**src/rtl/vga_lane_decoder.sv**
```systemverilog
`default_nettype none
// ============================================================================
// Module   : vga_lane_decoder
// Brief    : Recovers pixel position from VGA syncs and rebuilds the 8x8 lane
//            occupancy map from cell-centre samples, publishing clean frames.
// Revision : 1.0
// ============================================================================
module vga_lane_decoder #(
    parameter int         H_BACK   = 49,
    parameter int         H_ACTIVE = 640,
    parameter int         V_BACK   = 34,
    parameter int         V_ACTIVE = 480,
    parameter int         CELL_W   = 80,
    parameter int         CELL_H   = 60,
    parameter logic [2:0] ON_COLOR = 3'b100
) (
    input  logic        clk,
    input  logic        reset,
    input  logic        pix_ce,
    input  logic        hsync_n,
    input  logic        vsync_n,
    input  logic [2:0]  pixel,
    output logic [63:0] rows,
    output logic        frame_valid,
    output logic        frame_drop,
    output logic        lock
);
    localparam int c_cw = $clog2(CELL_W + 1);
    localparam int c_rw = $clog2(CELL_H + 1);

    localparam logic [c_cw-1:0] c_col_mid    = c_cw'(CELL_W / 2);
    localparam logic [c_cw-1:0] c_col_last   = c_cw'(CELL_W - 1);
    localparam logic [c_rw-1:0] c_row_mid    = c_rw'(CELL_H / 2);
    localparam logic [c_rw-1:0] c_row_last   = c_rw'(CELL_H - 1);
    localparam logic [9:0]      c_hback_last = 10'(H_BACK - 1);
    localparam logic [9:0]      c_h_last     = 10'(H_ACTIVE - 1);
    localparam logic [9:0]      c_vback      = 10'(V_BACK);
    localparam logic [9:0]      c_v_last     = 10'(V_ACTIVE - 1);
    localparam logic [9:0]      c_v_active   = 10'(V_ACTIVE);
    localparam logic [9:0]      c_cnt10_max  = 10'h3FF;
    localparam logic [10:0]     c_cnt11_max  = 11'h7FF;

    typedef enum logic [1:0] {
        HS_SYNC   = 2'd0,
        HS_BACK   = 2'd1,
        HS_ACTIVE = 2'd2,
        HS_FRONT  = 2'd3
    } h_state_t;

    typedef enum logic [1:0] {
        VS_SYNC   = 2'd0,
        VS_BACK   = 2'd1,
        VS_ACTIVE = 2'd2,
        VS_FRONT  = 2'd3
    } v_state_t;

    h_state_t        r_h_state;
    v_state_t        r_v_state;
    logic            r_hs_d, r_vs_d;
    logic [9:0]      r_hcnt, r_x, r_lcnt, r_y, r_line_cnt;
    logic [c_cw-1:0] r_col_sub;
    logic [c_rw-1:0] r_row_sub;
    logic [2:0]      r_col_idx, r_row_idx;
    logic [63:0]     r_shadow;
    logic [10:0]     r_pcnt, r_period;
    logic            r_have_ref, r_have_period;
    logic            r_frame_err, r_armed;

    logic            w_hs_fall, w_hs_rise, w_vs_fall, w_vs_rise;
    logic [9:0]      w_hcnt_inc, w_lcnt_inc, w_line_cnt_nxt;
    logic            w_period_bad, w_short, w_err_nxt, w_frame_ok, w_sample;
    logic [5:0]      w_bit_idx;

    assign w_hs_fall  = pix_ce &  r_hs_d & ~hsync_n;
    assign w_hs_rise  = pix_ce & ~r_hs_d &  hsync_n;
    assign w_vs_fall  = pix_ce &  r_vs_d & ~vsync_n;
    assign w_vs_rise  = pix_ce & ~r_vs_d &  vsync_n;

    assign w_hcnt_inc = (r_hcnt == c_cnt10_max) ? r_hcnt : r_hcnt + 10'd1;
    assign w_lcnt_inc = (r_lcnt == c_cnt10_max) ? r_lcnt : r_lcnt + 10'd1;

    // Line-end effects are folded in combinationally so a coincident
    // vsync fall closes the frame with the finished line already counted.
    assign w_period_bad   = w_hs_fall & r_have_period & (r_pcnt != r_period);
    assign w_short        = w_hs_fall & (r_h_state == HS_ACTIVE);
    assign w_err_nxt      = r_frame_err | w_period_bad | w_short;
    assign w_line_cnt_nxt = (w_hs_fall && r_v_state == VS_ACTIVE && r_line_cnt != c_cnt10_max)
                            ? r_line_cnt + 10'd1 : r_line_cnt;
    assign w_frame_ok     = !w_err_nxt && (w_line_cnt_nxt == c_v_active)
                            && (w_line_cnt_nxt != c_cnt10_max);

    assign w_sample  = pix_ce && r_h_state == HS_ACTIVE && r_v_state == VS_ACTIVE
                       && r_col_sub == c_col_mid && r_row_sub == c_row_mid;
    // Bit 8*row + 7 - col; for a 3-bit column, 7 - col is its complement.
    assign w_bit_idx = {r_row_idx, ~r_col_idx};

    // Horizontal tracking. H_BACK is assumed to be at least 2.
    always_ff @(posedge clk or posedge reset) begin
        if (reset) begin
            r_hs_d    <= 1'b1;
            r_h_state <= HS_FRONT;
            r_hcnt    <= '0;
            r_x       <= '0;
            r_col_sub <= '0;
            r_col_idx <= '0;
        end else if (pix_ce) begin
            r_hs_d <= hsync_n;
            if (w_hs_fall) begin
                r_h_state <= HS_SYNC;
            end else if (w_hs_rise) begin
                r_h_state <= HS_BACK;
                r_hcnt    <= '0;
            end else begin
                case (r_h_state)
                    HS_BACK: begin
                        if (w_hcnt_inc == c_hback_last) begin
                            r_h_state <= HS_ACTIVE;
                            r_x       <= '0;
                            r_col_sub <= '0;
                            r_col_idx <= '0;
                        end else begin
                            r_hcnt <= w_hcnt_inc;
                        end
                    end
                    HS_ACTIVE: begin
                        if (r_x == c_h_last) begin
                            r_h_state <= HS_FRONT;
                        end else begin
                            r_x <= r_x + 10'd1;
                            if (r_col_sub == c_col_last) begin
                                r_col_sub <= '0;
                                r_col_idx <= r_col_idx + 3'd1;
                            end else begin
                                r_col_sub <= r_col_sub + c_cw'(1);
                            end
                        end
                    end
                    default: ;
                endcase
            end
        end
    end

    // Vertical tracking, advanced by hsync falls.
    always_ff @(posedge clk or posedge reset) begin
        if (reset) begin
            r_vs_d    <= 1'b1;
            r_v_state <= VS_FRONT;
            r_lcnt    <= '0;
            r_y       <= '0;
            r_row_sub <= '0;
            r_row_idx <= '0;
        end else if (pix_ce) begin
            r_vs_d <= vsync_n;
            if (w_vs_fall) begin
                r_v_state <= VS_SYNC;
            end else if (w_vs_rise) begin
                r_v_state <= VS_BACK;
                r_lcnt    <= '0;
            end else if (w_hs_fall) begin
                case (r_v_state)
                    VS_BACK: begin
                        if (w_lcnt_inc == c_vback) begin
                            r_v_state <= VS_ACTIVE;
                            r_y       <= '0;
                            r_row_sub <= '0;
                            r_row_idx <= '0;
                        end else begin
                            r_lcnt <= w_lcnt_inc;
                        end
                    end
                    VS_ACTIVE: begin
                        if (r_y == c_v_last) begin
                            r_v_state <= VS_FRONT;
                        end else begin
                            r_y <= r_y + 10'd1;
                            if (r_row_sub == c_row_last) begin
                                r_row_sub <= '0;
                                r_row_idx <= r_row_idx + 3'd1;
                            end else begin
                                r_row_sub <= r_row_sub + c_rw'(1);
                            end
                        end
                    end
                    default: ;
                endcase
            end
        end
    end

    // Sampling, line-period check and frame publication.
    always_ff @(posedge clk or posedge reset) begin
        if (reset) begin
            r_shadow      <= '0;
            r_pcnt        <= '0;
            r_period      <= '0;
            r_have_ref    <= 1'b0;
            r_have_period <= 1'b0;
            r_frame_err   <= 1'b0;
            r_line_cnt    <= '0;
            r_armed       <= 1'b0;
            rows          <= '0;
            frame_valid   <= 1'b0;
            frame_drop    <= 1'b0;
            lock          <= 1'b0;
        end else begin
            frame_valid <= 1'b0;
            frame_drop  <= 1'b0;
            if (pix_ce) begin
                if (w_sample) begin
                    r_shadow[w_bit_idx] <= (pixel == ON_COLOR);
                end

                if (w_hs_fall) begin
                    r_pcnt     <= 11'd1;
                    r_have_ref <= 1'b1;
                    if (r_have_ref) begin
                        r_period      <= r_pcnt;
                        r_have_period <= 1'b1;
                    end
                end else if (r_pcnt != c_cnt11_max) begin
                    r_pcnt <= r_pcnt + 11'd1;
                end

                if (w_vs_fall) begin
                    r_frame_err <= 1'b0;
                    r_line_cnt  <= '0;
                    if (!r_armed) begin
                        r_armed <= 1'b1;
                    end else if (w_frame_ok) begin
                        rows        <= r_shadow;
                        frame_valid <= 1'b1;
                        lock        <= 1'b1;
                    end else begin
                        frame_drop    <= 1'b1;
                        lock          <= 1'b0;
                        r_have_period <= 1'b0;
                    end
                end else begin
                    r_frame_err <= w_err_nxt;
                    r_line_cnt  <= w_line_cnt_nxt;
                end
            end
        end
    end

endmodule
`default_nettype wire

```
**config.mk**
```make
export PLATFORM = sky130hd
export DESIGN_NAME = vga_lane_decoder
export DESIGN_NICKNAME = d
export VERILOG_FILES = /design/src/rtl/vga_lane_decoder.sv
export SDC_FILE = /design/constraint.sdc
export NUM_CORES = 1
export LEC_CHECK = 0
export CORE_UTILIZATION = 30
export CTS_BUF_LIST = sky130_fd_sc_hd__clkbuf_8
export DETAILED_ROUTE_END_ITERATION = 8
export DONT_BUFFER_PORTS = 1
export GPL_TIMING_DRIVEN = 0
export SLEW_MARGIN = 30
export SYNTH_ARGS = -nofsm -noshare
export SYNTH_HDL_FRONTEND = slang
export SYNTH_SLANG_ARGS = --single-unit
```
**constraint.sdc**
```tcl
create_clock -name clk -period 7.95 [get_ports clk]
set_input_delay 1.9875 -clock clk [delete_from_list [all_inputs] [get_ports clk]]
set_output_delay 1.9875 -clock clk [all_outputs]
set_load 0.01 [all_outputs]
```
==> summary.md, run 1 <==
| Metric | Value |
|---|---|
| IO buf count | 0 |
| FF-to-FF path depth | 9 |
| Worst hold slack | 462 ps |
| Total Power | 2.77 mW |
| Yosys cell types | 75 |
| Worst path depth | 10 |
| Ratio of cells with drive above 1 in the final layout | 0.189 |
| GR Overflow Total | 0 |
| Pint | 1.97 mW |
| CP max stage cell | nor4_2 |
| RR Endpoint | r_shadow[50]$_DFFE_PP0P_ |
| Core area | 37500 um^2 |
| Worst Tran Pin Value | 841 ps |
| Leakage power | 5.89 nW |
| Syn_nets | 1079 |
| Vias in the first global route | 8167 |
| CP delay by family, top | simple AND/OR/NAND/NOR gates |
| Clk Latency, worst-skew pair | 560 ps |
| R2R Setup Slk | 4540 ps |
| CTS root buf | clkbuf_8 |
| Initial cell density of the core | 0.304 |
| HPWL Detailed | 18.7 mm |
| Yosys warnings | 0 |
| Synth top area share | 0.497 |
| Synth area leader | dfrtp_1 |
| Routed WL per cell | 15.8 um |
| Worst path cell trace | and4b_1, buf_2, o311ai_2, o21ai_0, a31oi_1, nor4_2, nand3_1, buf_4, buf_6, mux2_4 |
| Crit path capture type | register |
| Worst Skew | 30.7 ps |
| Switching share of power | 0.291 |
| Critical Path RT | 8390 ps |
| Area after DPL | 12300 um^2 |
| Crit Path Category | in2reg |
| Final Cell Area | 13100 um^2 |
| Peak VDD IR | 101 uV |
| Data arrival, critical path | 4260 ps |
| Cts-stage hold buffer count | 0 |
| IO Pins | 75 |
| Final Hold Viols | 0 |
| RSZ-0062 raised after global routing | no |
| Post-CTS Setup Repair Bufs | 0 |
| Initial antenna violation count | 0 |
| Worst path max stage delay | 410 ps |
| Post-CTS sizing | 0 |
| Pwr dens | 212 nW/um^2 |
| WHS Endpoint | r_armed$_DFFE_PP0P_ |
| Rows | 71 |
| Worst path bufs/invs | 3 |
| Hold path depth | 1 |
| Tmin final | 3830 ps |
| H-tree depth | 2 |
| Total die area | 38700 um^2 |
| Routability Congestion | 0.820 |
| DRC violations left | 0 |
| Synth area leaders | dfrtp_1 50%, mux2_4 6.5%, mux2_2 5.8%, nand2_1 3.5%, o21ai_0 3.4% |
| Synthesized area | 11400 um^2 |
| Endpoints failing setup | 0 |
| Largest net degree at the start of global routing | 32 |
| Average size of a mapped cell | 10.8 um^2 |
| Cells after Synth | 1054 |
| Detailed-route via count | 8189 |
| Relative slew slack | 0.437 |
| Area Overhead vs Synth | 14.8% |
| Logic pwr share | 0.144 |
| Seq/Total Area, Yosys | 0.510 |
| Worst setup margin | 4120 ps |
| Reg2reg start | r_h_state[1]$_DFFE_PP1P_ |
| Max-slew violations | 0 |
| # nets final | 1133 |
| Global-route wire length before repair | 43.3 mm |
| Setup TNS | 0 ps |
| Place WS | 3540 ps |
| Status | finished, final reports clean |
| Max Cap Viol | 0 |
| Commonest non-fill, non-tap cells in the layout | 226 x dfrtp_1, 107 x nand2_1, 77 x o21ai_0 |
| Drt pass-1 iters | 4 |
| Async SR Flop Fraction | 1.00 |
| Die width | 197 um |
| Clock sinks | 232 |
| Achievable Freq | 261 MHz |
| Clock share of power | 0.378 |
| CP startpoint kind | input port |
| Via density | 4.96 |
| Clk pin slew, worst setup/hold paths | 60 ps |
| Tot GR Track Use | 0.138 |
| Ant diodes | 0 |
| Seq cells post-synth | 232 |
| Die height | 197 um |
| CTS tree | done |
| Most common cell after layout, fill and taps aside | dfrtp_1 |
| HP Class | reg2reg |
| Number of flops mapped to enable cells by yosys | 0 |
| 1st-iter DRT viols | 407 |
| Sw Pwr | 809 uW |
| Number of CTS-inserted buffers | 42 |
| Final WL | 26.1 mm |
| Final period util | 0.482 |
| Max clock buf depth | 3 |
| Sequential Power Share | 0.478 |
| Antenna-violating nets left | 0 |
| Critical path peak fanout | 10 |
| Ys flop type | dfrtp_1 |
| Hold path start | r_armed$_DFFE_PP0P_ |
## power by group through the flow
stage | clock network [mW] | logic [mW] | registers, mW
after floorplan | 0 | 0.294 | 1.33
after global placement | 0 | 0.377 | 1.34
after detailed placement | 0 | 0.402 | 1.34
after CTS | 1.09 | 0.404 | 1.32
after global routing | 1.15 | 0.452 | 1.34
final | 1.05 | 0.401 | 1.33
## state kept, by name, indices dropped and copies added, names as in the netlist
signal,flops
r_y,10
r_have_ref,1
r_line_cnt,10
r_h_state,2
r_row_idx,3
frame_drop,1
frame_valid,1
rows,64
r_frame_err,1
r_v_state,2
r_armed,1
r_pcnt,11
r_lcnt,10
r_x,10
r_have_period,1
r_row_sub,6
lock,1
r_col_sub,7
r_vs_d,1
r_col_idx,3
r_hs_d,1
r_hcnt,10
r_shadow,64
r_period,11
## routing by layer
layer  vias up  track usage  wire, um
li1       3952            -         -
met1      4041        0.176     12000
met2       140        0.229     12400
met3        56       0.0265       975
met4         0       0.0525       667
met5         -            0         0
## Yosys cell counts (all sizes together) (7+ instances only)
library cell  number
nor3              25
nand4             20
nand3             43
nor2b              9
inv               29
nor4              11
and3              11
clkbuf            33
or3                8
and2               7
mux2i             10
a21oi             24
o21ai             80
ha                17
o31ai             47
nand2b            10
a31oi             12
xnor2             24
mux2             108
nor2              75
nand2            107
buf               19
dfrtp            226
## layout make-up
class,instances,area (um^2)
inverters,29,113
fillers,3741,24400
well taps,511,639
multi-input cells,741,5210
repair buffers,10,245
plain buffers,52,259
clock buffers,49,674
flip-flops and latches,232,5810
clock inverters,26,118
## logic make-up (layout without fill, tap and decap cells)
group	after synthesis	in the layout	synth area share
AO/OA/AOI/OAI	214	214	0.122
XOR/XNOR	29	29	0.0223
adder cells (fa/ha/maj)	17	17	0.0187
buffers and inverters	81	166	0.0323
flip-flops	232	232	0.510
multiplexers	118	118	0.132
AND/OR/NAND/NOR	363	363	0.162
## worst max path at each step
stage,startpoint,end,slack (ps)
global placement,reset,rows[14]$_DFFE_PP0P_,1590
finish,hsync_n,rows[16]$_DFFE_PP0P_,4120
floorplan,reset,frame_drop$_DFF_PP0_,2930
detailed placement,hsync_n,rows[16]$_DFFE_PP0P_,3540
CTS,hsync_n,rows[16]$_DFFE_PP0P_,4140
global route,hsync_n,rows[16]$_DFFE_PP0P_,4010
## metrics by stage
stage               std cells  utilization
detailed placement       1575        0.328
CTS                      1650        0.349
global route             1650        0.349
global placement         1565        0.321
finish                   1650        0.349
floorplan                1054            -
(Power assumes the default switching activity.)
==> run 2: changes to the inputs <==
==> constraint.sdc (replaced) <==
create_clock -name clk -period 3.5 [get_ports clk]
set_input_delay 0.875 -clock clk [delete_from_list [all_inputs] [get_ports clk]]
set_output_delay 0.875 -clock clk [all_outputs]
set_load 0.01 [all_outputs]
==> run 2 against run 1 <==
- clock skew hardly changed
- die area unchanged
- sequential power up 130%
- hold slack worse by 350 ps
- count of clock-buffer cells in the layout stayed put
- clock power rose by 130%
- global-route usage unchanged
- non-clock buffer count stayed put
- largest power group unchanged
==> summary.md, run 2 (synthesis gave the netlist of run 1 again) <==
| Metric | Value |
|---|---|
| Max Cap Viol | 0 (unchanged) |
| Ant diodes | 0 (unchanged) |
| CTS tree | done |
| CP startpoint kind | register |
| DRC violations left | 0 (unchanged) |
| Antenna-violating nets left | 0 (unchanged) |
| Number of CTS-inserted buffers | 42 (unchanged) |
| Rows | 71 (unchanged) |
| Largest regs | r_shadow (64), rows (64) |
| RSZ-0062 raised after global routing | no |
| Commonest non-fill, non-tap cells in the layout | 226 x dfrtp_1, 107 x nand2_1, 77 x o21ai_0 |
| Core area | 37500 um^2 (unchanged) |
| Routed WL per cell | 15.8 um (about the same) |
| Grt met1 use | 0.176 (unchanged) |
| Pint | 4.47 mW (+130%) |
| IO buf count | 0 (unchanged) |
| Worst Skew | 30.8 ps (+0.0652 ps) |
| Worst Tran Pin Value | 836 ps (-5.59 ps) |
| Final Hold Viols | 0 (unchanged) |
| Clock sinks | 232 (unchanged) |
| Total die area | 38700 um^2 (unchanged) |
| Max-slew violations | 0 (unchanged) |
| Peak VDD IR | 229 uV (+130%) |
| Post-CTS sizing | 0 (unchanged) |
| Sequential Power Share | 0.478 (about the same) |
| GR Overflow Total | 0 (unchanged) |
| Area Overhead vs Synth | 14.8% (about the same) |
| Critical Path RT | 3890 ps (-4500 ps) |
| 1st-iter DRT viols | 415 (+2.0%) |
| Largest net degree at the start of global routing | 32 (unchanged) |
| Tmin final | 3280 ps |
| Detailed-route via count | 8183 (-0.073%) |
| Crit path capture type | register |
| Initial cell density of the core | 0.304 (unchanged) |
| FF-to-FF path depth | 10 (+1) |
| Cts-stage hold buffer count | 0 (unchanged) |
| Most common cell after layout, fill and taps aside | dfrtp_1 |
| HP Class | in2async |
| Critical path peak fanout | 10 (unchanged) |
| Final Cell Area | 13100 um^2 (about the same) |
| Met2 Use GR | 0.229 (unchanged) |
| Leakage power | 5.89 nW (about the same) |
| Worst path cell trace | ha_1, buf_2, inv_2, or4_1, nor4_2, nor2b_1, nand3_1, clkbuf_1, o21ai_0, o31ai_1 |
| Area after DPL | 12300 um^2 (unchanged) |
| Non-Filler Instances | 1650 (unchanged) |
| Die width | 197 um (unchanged) |
| # nets final | 1133 (unchanged) |
| Initial antenna violation count | 0 (unchanged) |
| Drt pass-1 iters | 4 (unchanged) |
| Final WL | 26.1 mm (about the same) |
| Setup TNS | 0 ps (unchanged) |
| Die height | 197 um (unchanged) |
| Clk Latency, worst-skew pair | 550 ps (about the same) |
| Pwr dens | 482 nW/um^2 (+130%) |
| Logic pwr share | 0.144 (about the same) |
| Max clock buf depth | 3 (unchanged) |
| Post-CTS Setup Repair Bufs | 0 (unchanged) |
| Ratio of cells with drive above 1 in the final layout | 0.190 (+0.000878) |
| Met3 GRT Util | 0.0265 (unchanged) |
| Vias in the first global route | 8167 (unchanged) |
| Final period util | 0.938 |
| Clk pin slew, worst setup/hold paths | 60 ps (about the same) |
| H-tree depth | 2 (unchanged) |
| Global-route wire length before repair | 43.3 mm (unchanged) |
| Relative slew slack | 0.440 (+0.00374) |
| Via density | 4.96 (about the same) |
| Endpoints failing setup | 0 (unchanged) |
| CTS root buf | clkbuf_8 |
| Tot GR Track Use | 0.138 (unchanged) |
| Crit Path Category | reg2reg |
| Switching share of power | 0.291 (about the same) |
| Achievable Freq | 305 MHz |
| Clock share of power | 0.378 (about the same) |
| Gr busiest metal | met2 |
| Routability Congestion | 0.820 (unchanged) |
| IO Pins | 75 (unchanged) |
| Data arrival, critical path | 3670 ps (-590 ps) |
| R2R Setup Slk | 220 ps (-4320 ps) |
| Status | finished, final reports clean |
| CP max stage cell | dfstp_2 |
| HPWL Detailed | 18.7 mm (unchanged) |
| Worst path max stage delay | 550 ps (+140 ps) |
| Sw Pwr | 1.84 mW (+130%) |
| Placed cells | 1575 (unchanged) |
-- run 2: final timing paths --
path | endpoint | from
worst max-delay path | r_shadow[9]$_DFFE_PP0P_ | r_h_state[1]$_DFFE_PP1P_
worst min-delay path | r_shadow[1]$_DFFE_PP0P_ | reset
worst max register to register | r_shadow[9]$_DFFE_PP0P_ | r_h_state[1]$_DFFE_PP1P_
worst min register to register | r_armed$_DFFE_PP0P_ | r_armed$_DFFE_PP0P_
max in group asynchronous | r_y[7]$_DFFE_PP0P_ | reset
min in group clk | r_armed$_DFFE_PP0P_ | r_armed$_DFFE_PP0P_
-- run 2: metrics by stage --
| stage | total power, mW | utilization | setup WS, ps | hold slack, ps |
|---|---|---|---|---|
| global route | 6.66 | 0.349 | 18.3 | 80.1 |
| detailed placement | 3.97 | 0.328 | 78.4 | 446 |
| CTS | 6.40 | 0.349 | 80.0 | 72.8 |
| global placement | 3.90 | 0.321 | -1750 | 439 |
| finish | 6.30 | 0.349 | 218 | 109 |
| floorplan | 3.68 | - | -406 | 429 |
-- run 2: power by group through the flow --
stage	Combinational (mW)	Sequential (mW)	Clock [mW]
floorplan	0.668	3.02	0
global placement	0.857	3.05	0
detailed placement	0.913	3.05	0
CTS	0.917	3.01	2.48
global route	1.03	3.03	2.60
finish	0.911	3.01	2.38
-- run 2: area by class of cell --
type,instances,area [um^2]
tap,511,639
buffer,52,259
clock inverter,26,118
timing repair buffer,10,245
sequential,232,5810
fill,3740,24400
multi-input combinational,741,5220
clock buffer,49,674
inverter,29,113
-- run 2: critical path, delay by kind of cell, from the launching register on --
family / cells / cell delay [ps]
compound gates: 2 / 320
fa+ha+maj: 1 / 130
buf+inv: 3 / 640
flops: 1 / 550
simple gates: 4 / 1470
-- run 2: per-layer routing --
layer	routed length (um)	vias up
met5	0	-
li1	-	3951
met2	12400	145
met1	12000	4031
met4	667	0
met3	954	56
==> run 3: changes to the inputs <==
--- a/config.mk
+++ b/config.mk
@@ -5,11 +5,12 @@
 export SDC_FILE = /design/constraint.sdc
 export NUM_CORES = 1
 export LEC_CHECK = 0
-export CORE_UTILIZATION = 30
+export CORE_UTILIZATION = 35
 export CTS_BUF_LIST = sky130_fd_sc_hd__clkbuf_8
 export DETAILED_ROUTE_END_ITERATION = 8
 export DONT_BUFFER_PORTS = 1
 export GPL_TIMING_DRIVEN = 0
+export PLACE_DENSITY_LB_ADDON = 0.08
 export SLEW_MARGIN = 30
 export SYNTH_ARGS = -nofsm -noshare
 export SYNTH_HDL_FRONTEND = slang
==> run 3 against run 2 <==
- combinational power is 2% higher
- design area about the same
- routed wire length grew 4.4%
- global-route usage increased by 3.1 points
- sequential power about the same
- fmax rose by 0.12%
- final cell count down 4.4%
- core utilization increased by 6.2 points
- largest cell class unchanged
==> summary.md, run 3 (synthesis gave the netlist of run 1 again) <==
| Metric | Value |
|---|---|
| IO Pins | 75 (unchanged) |
| Met3 GRT Util | 0.0383 (+0.0118) |
| Drt pass-1 iters | 5 (+1) |
| Detailed-route via count | 8077 (-1.3%) |
| 1st-iter DRT viols | 415 (unchanged) |
| Area Overhead vs Synth | 14.7% (about the same) |
| Achievable Freq | 305 MHz (+0.12%) |
| Worst hold slack | 236 ps (+127 ps) |
| Tmin final | 3280 ps (-3.93 ps) |
| Max-slew violations | 0 (unchanged) |
| CTS tree | done |
| Area after DPL | 12200 um^2 (-0.84%) |
| Pint | 4.56 mW (+2.1%) |
| Gr busiest metal | met2 |
| Critical path peak fanout | 10 (unchanged) |
| # nets final | 1137 (+0.35%) |
| HPWL Detailed | 19.0 mm (+1.5%) |
| Endpoints failing setup | 0 (unchanged) |
| Final period util | 0.937 (-0.00112) |
| Sw Pwr | 1.91 mW (+3.8%) |
| R2R Setup Slk | 220 ps (about the same) |
| DRC violations left | 0 (unchanged) |
| Ratio of cells with drive above 1 in the final layout | 0.202 (+0.0125) |
| Clk pin slew, worst setup/hold paths | 60 ps (about the same) |
| Final Hold Viols | 0 (unchanged) |
| Routed WL per cell | 17.3 um (+9.1%) |
| Place WS | -61.3 ps (-140 ps) |
| Status | finished, final reports clean |
| CP startpoint kind | register |
| Routability Congestion | 0.770 (-6.1%) |
| Sequential Power Share | 0.465 (-0.013) |
| Worst Tran Pin Value | 876 ps (+40.1 ps) |
| Commonest non-fill, non-tap cells in the layout | 226 x dfrtp_1, 107 x nand2_1, 77 x o21ai_0 |
| Initial antenna violation count | 0 (unchanged) |
| FF-to-FF path depth | 11 (+1) |
| Largest net degree at the start of global routing | 30 (-6.3%) |
| Crit path capture type | register |
| Total die area | 33300 um^2 (-14%) |
| Logic pwr share | 0.144 (about the same) |
| Core area | 31800 um^2 (-15%) |
| Final WL | 27.2 mm (+4.4%) |
| Clock share of power | 0.391 (+0.013) |
| Critical Path RT | 3920 ps (+30 ps) |
| Vias in the first global route | 8154 (-0.16%) |
| GR Overflow Total | 0 (unchanged) |
| Grt met1 use | 0.229 (+0.0529) |
| Crit Path Category | reg2reg |
| Worst Skew | 20.6 ps (-10.1 ps) |
| Pwr dens | 495 nW/um^2 (+2.7%) |
| Relative slew slack | 0.413 (-0.0269) |
| Rows | 65 (-8.5%) |
| Tot GR Track Use | 0.169 (+0.0309) |
| Filler cell count | 3139 (-16%) |
| RR Endpoint | rows[16]$_DFFE_PP0P_ |
| Die width | 182 um (-7.3%) |
| HP Class | in2async |
| Leakage power | 5.91 nW (+0.34%) |
| Clk Latency, worst-skew pair | 550 ps (about the same) |
| Global-route wire length before repair | 45.1 mm (+4.1%) |
| Antenna-violating nets left | 0 (unchanged) |
| Finished Core Util | 0.411 (+0.0621) |
| Largest regs | r_shadow (64), rows (64) |
| CTS root buf | clkbuf_8 |
| H-tree depth | 2 (unchanged) |
| IO buf count | 0 (unchanged) |
| Clock sinks | 232 (unchanged) |
| Via density | 5.12 (+3.2%) |
| Ant diodes | 0 (unchanged) |
| Switching share of power | 0.295 (+0.00344) |
| Met2 Use GR | 0.269 (+0.0404) |
| Max clock buf depth | 3 (unchanged) |
| Reg2reg start | r_v_state[1]$_DFFE_PP1P_ |
| Die height | 182 um (-7.3%) |
| RSZ-0062 raised after global routing | no |
| Most common cell after layout, fill and taps aside | dfrtp_1 |
| Data arrival, critical path | 3690 ps (+20 ps) |
| Max Cap Viol | 0 (unchanged) |
| Final Cell Area | 13100 um^2 (about the same) |
| Number of CTS-inserted buffers | 44 (+4.8%) |
| Worst setup margin | 222 ps (+3.93 ps) |
| Initial cell density of the core | 0.358 (+0.0544) |
| Peak VDD IR | 280 uV (+22%) |
## run 3: worst max path at each step
| stage | endpoint | slack, ps | start | depth (start not counted) |
|---|---|---|---|---|
| 2_1_floorplan | frame_drop$_DFF_PP0_ | -410 | reset | 1 |
| 3_3_place_gp | r_line_cnt[9]$_DFFE_PP0P_ | -2010 | reset | 1 |
| 3_5_place_dp | r_shadow[8]$_DFFE_PP0P_ | -60 | r_h_state[1]$_DFFE_PP1P_ | 9 |
| 4_1_cts | r_shadow[6]$_DFFE_PP0P_ | 80 | r_h_state[1]$_DFFE_PP1P_ | 9 |
| 5_1_grt | r_shadow[9]$_DFFE_PP0P_ | 20 | r_h_state[1]$_DFFE_PP1P_ | 10 |
| 6_report | rows[16]$_DFFE_PP0P_ | 220 | r_v_state[1]$_DFFE_PP1P_ | 11 |
## run 3: repair_timing
| item | 4_1_cts | 5_1_grt |
|---|---|---|
| setup endpoints to repair | 25 | 25 |
| hold endpoints to repair | 0 | 0 |
| hold buffers | 0 | 0 |
| setup buffers | 0 | 2 |
| gates resized for setup | 4 | 9 |
## run 3: metrics by stage
step,cells,power [mW],TNS (ps)
finish,1578,6.47,0
global route,1578,6.86,0
CTS,1576,6.59,0
global placement,1489,3.94,-453900
detailed placement,1499,3.98,-459
floorplan,1054,3.68,-91760
## run 3: layout make-up
type | instances | area, um^2 | share of cell area
Buffer | 52 | 263 | 0.0201
Inverter | 29 | 113 | 0.00862
Timing Repair Buffer | 12 | 253 | 0.0193
Clock inverter | 24 | 106 | 0.00814
Tap cell | 435 | 544 | 0.0417
Sequential cell | 232 | 5810 | 0.445
Multi-Input combinational cell | 741 | 5240 | 0.401
Clock buffer | 53 | 729 | 0.0558
## run 3: worst max-delay path, stage by stage, from the launching register on
cell and delay, ps:
dfstp_2 540, ha_1 220, and4b_1 260, buf_2 200, o311ai_2 180, o21ai_0 180, a31oi_1 130, nor4_2 480
nand3_1 190, buf_4 250, buf_6 190, mux2_4 310
## run 3: power by group through the flow
stage / clock, mW / sequential (mW) / combinational (mW)
CTS: 2.64 / 3.00 / 0.944
global route: 2.77 / 3.03 / 1.06
floorplan: 0 / 3.02 / 0.668
detailed placement: 0 / 3.05 / 0.934
finish: 2.53 / 3.01 / 0.929
global placement: 0 / 3.05 / 0.892
## run 3: metal layers
layer,share of wire,up-vias
met5,0,-
met4,0.019,0
met3,0.045,43
met2,0.45,128
met1,0.48,3947
li1,-,3959
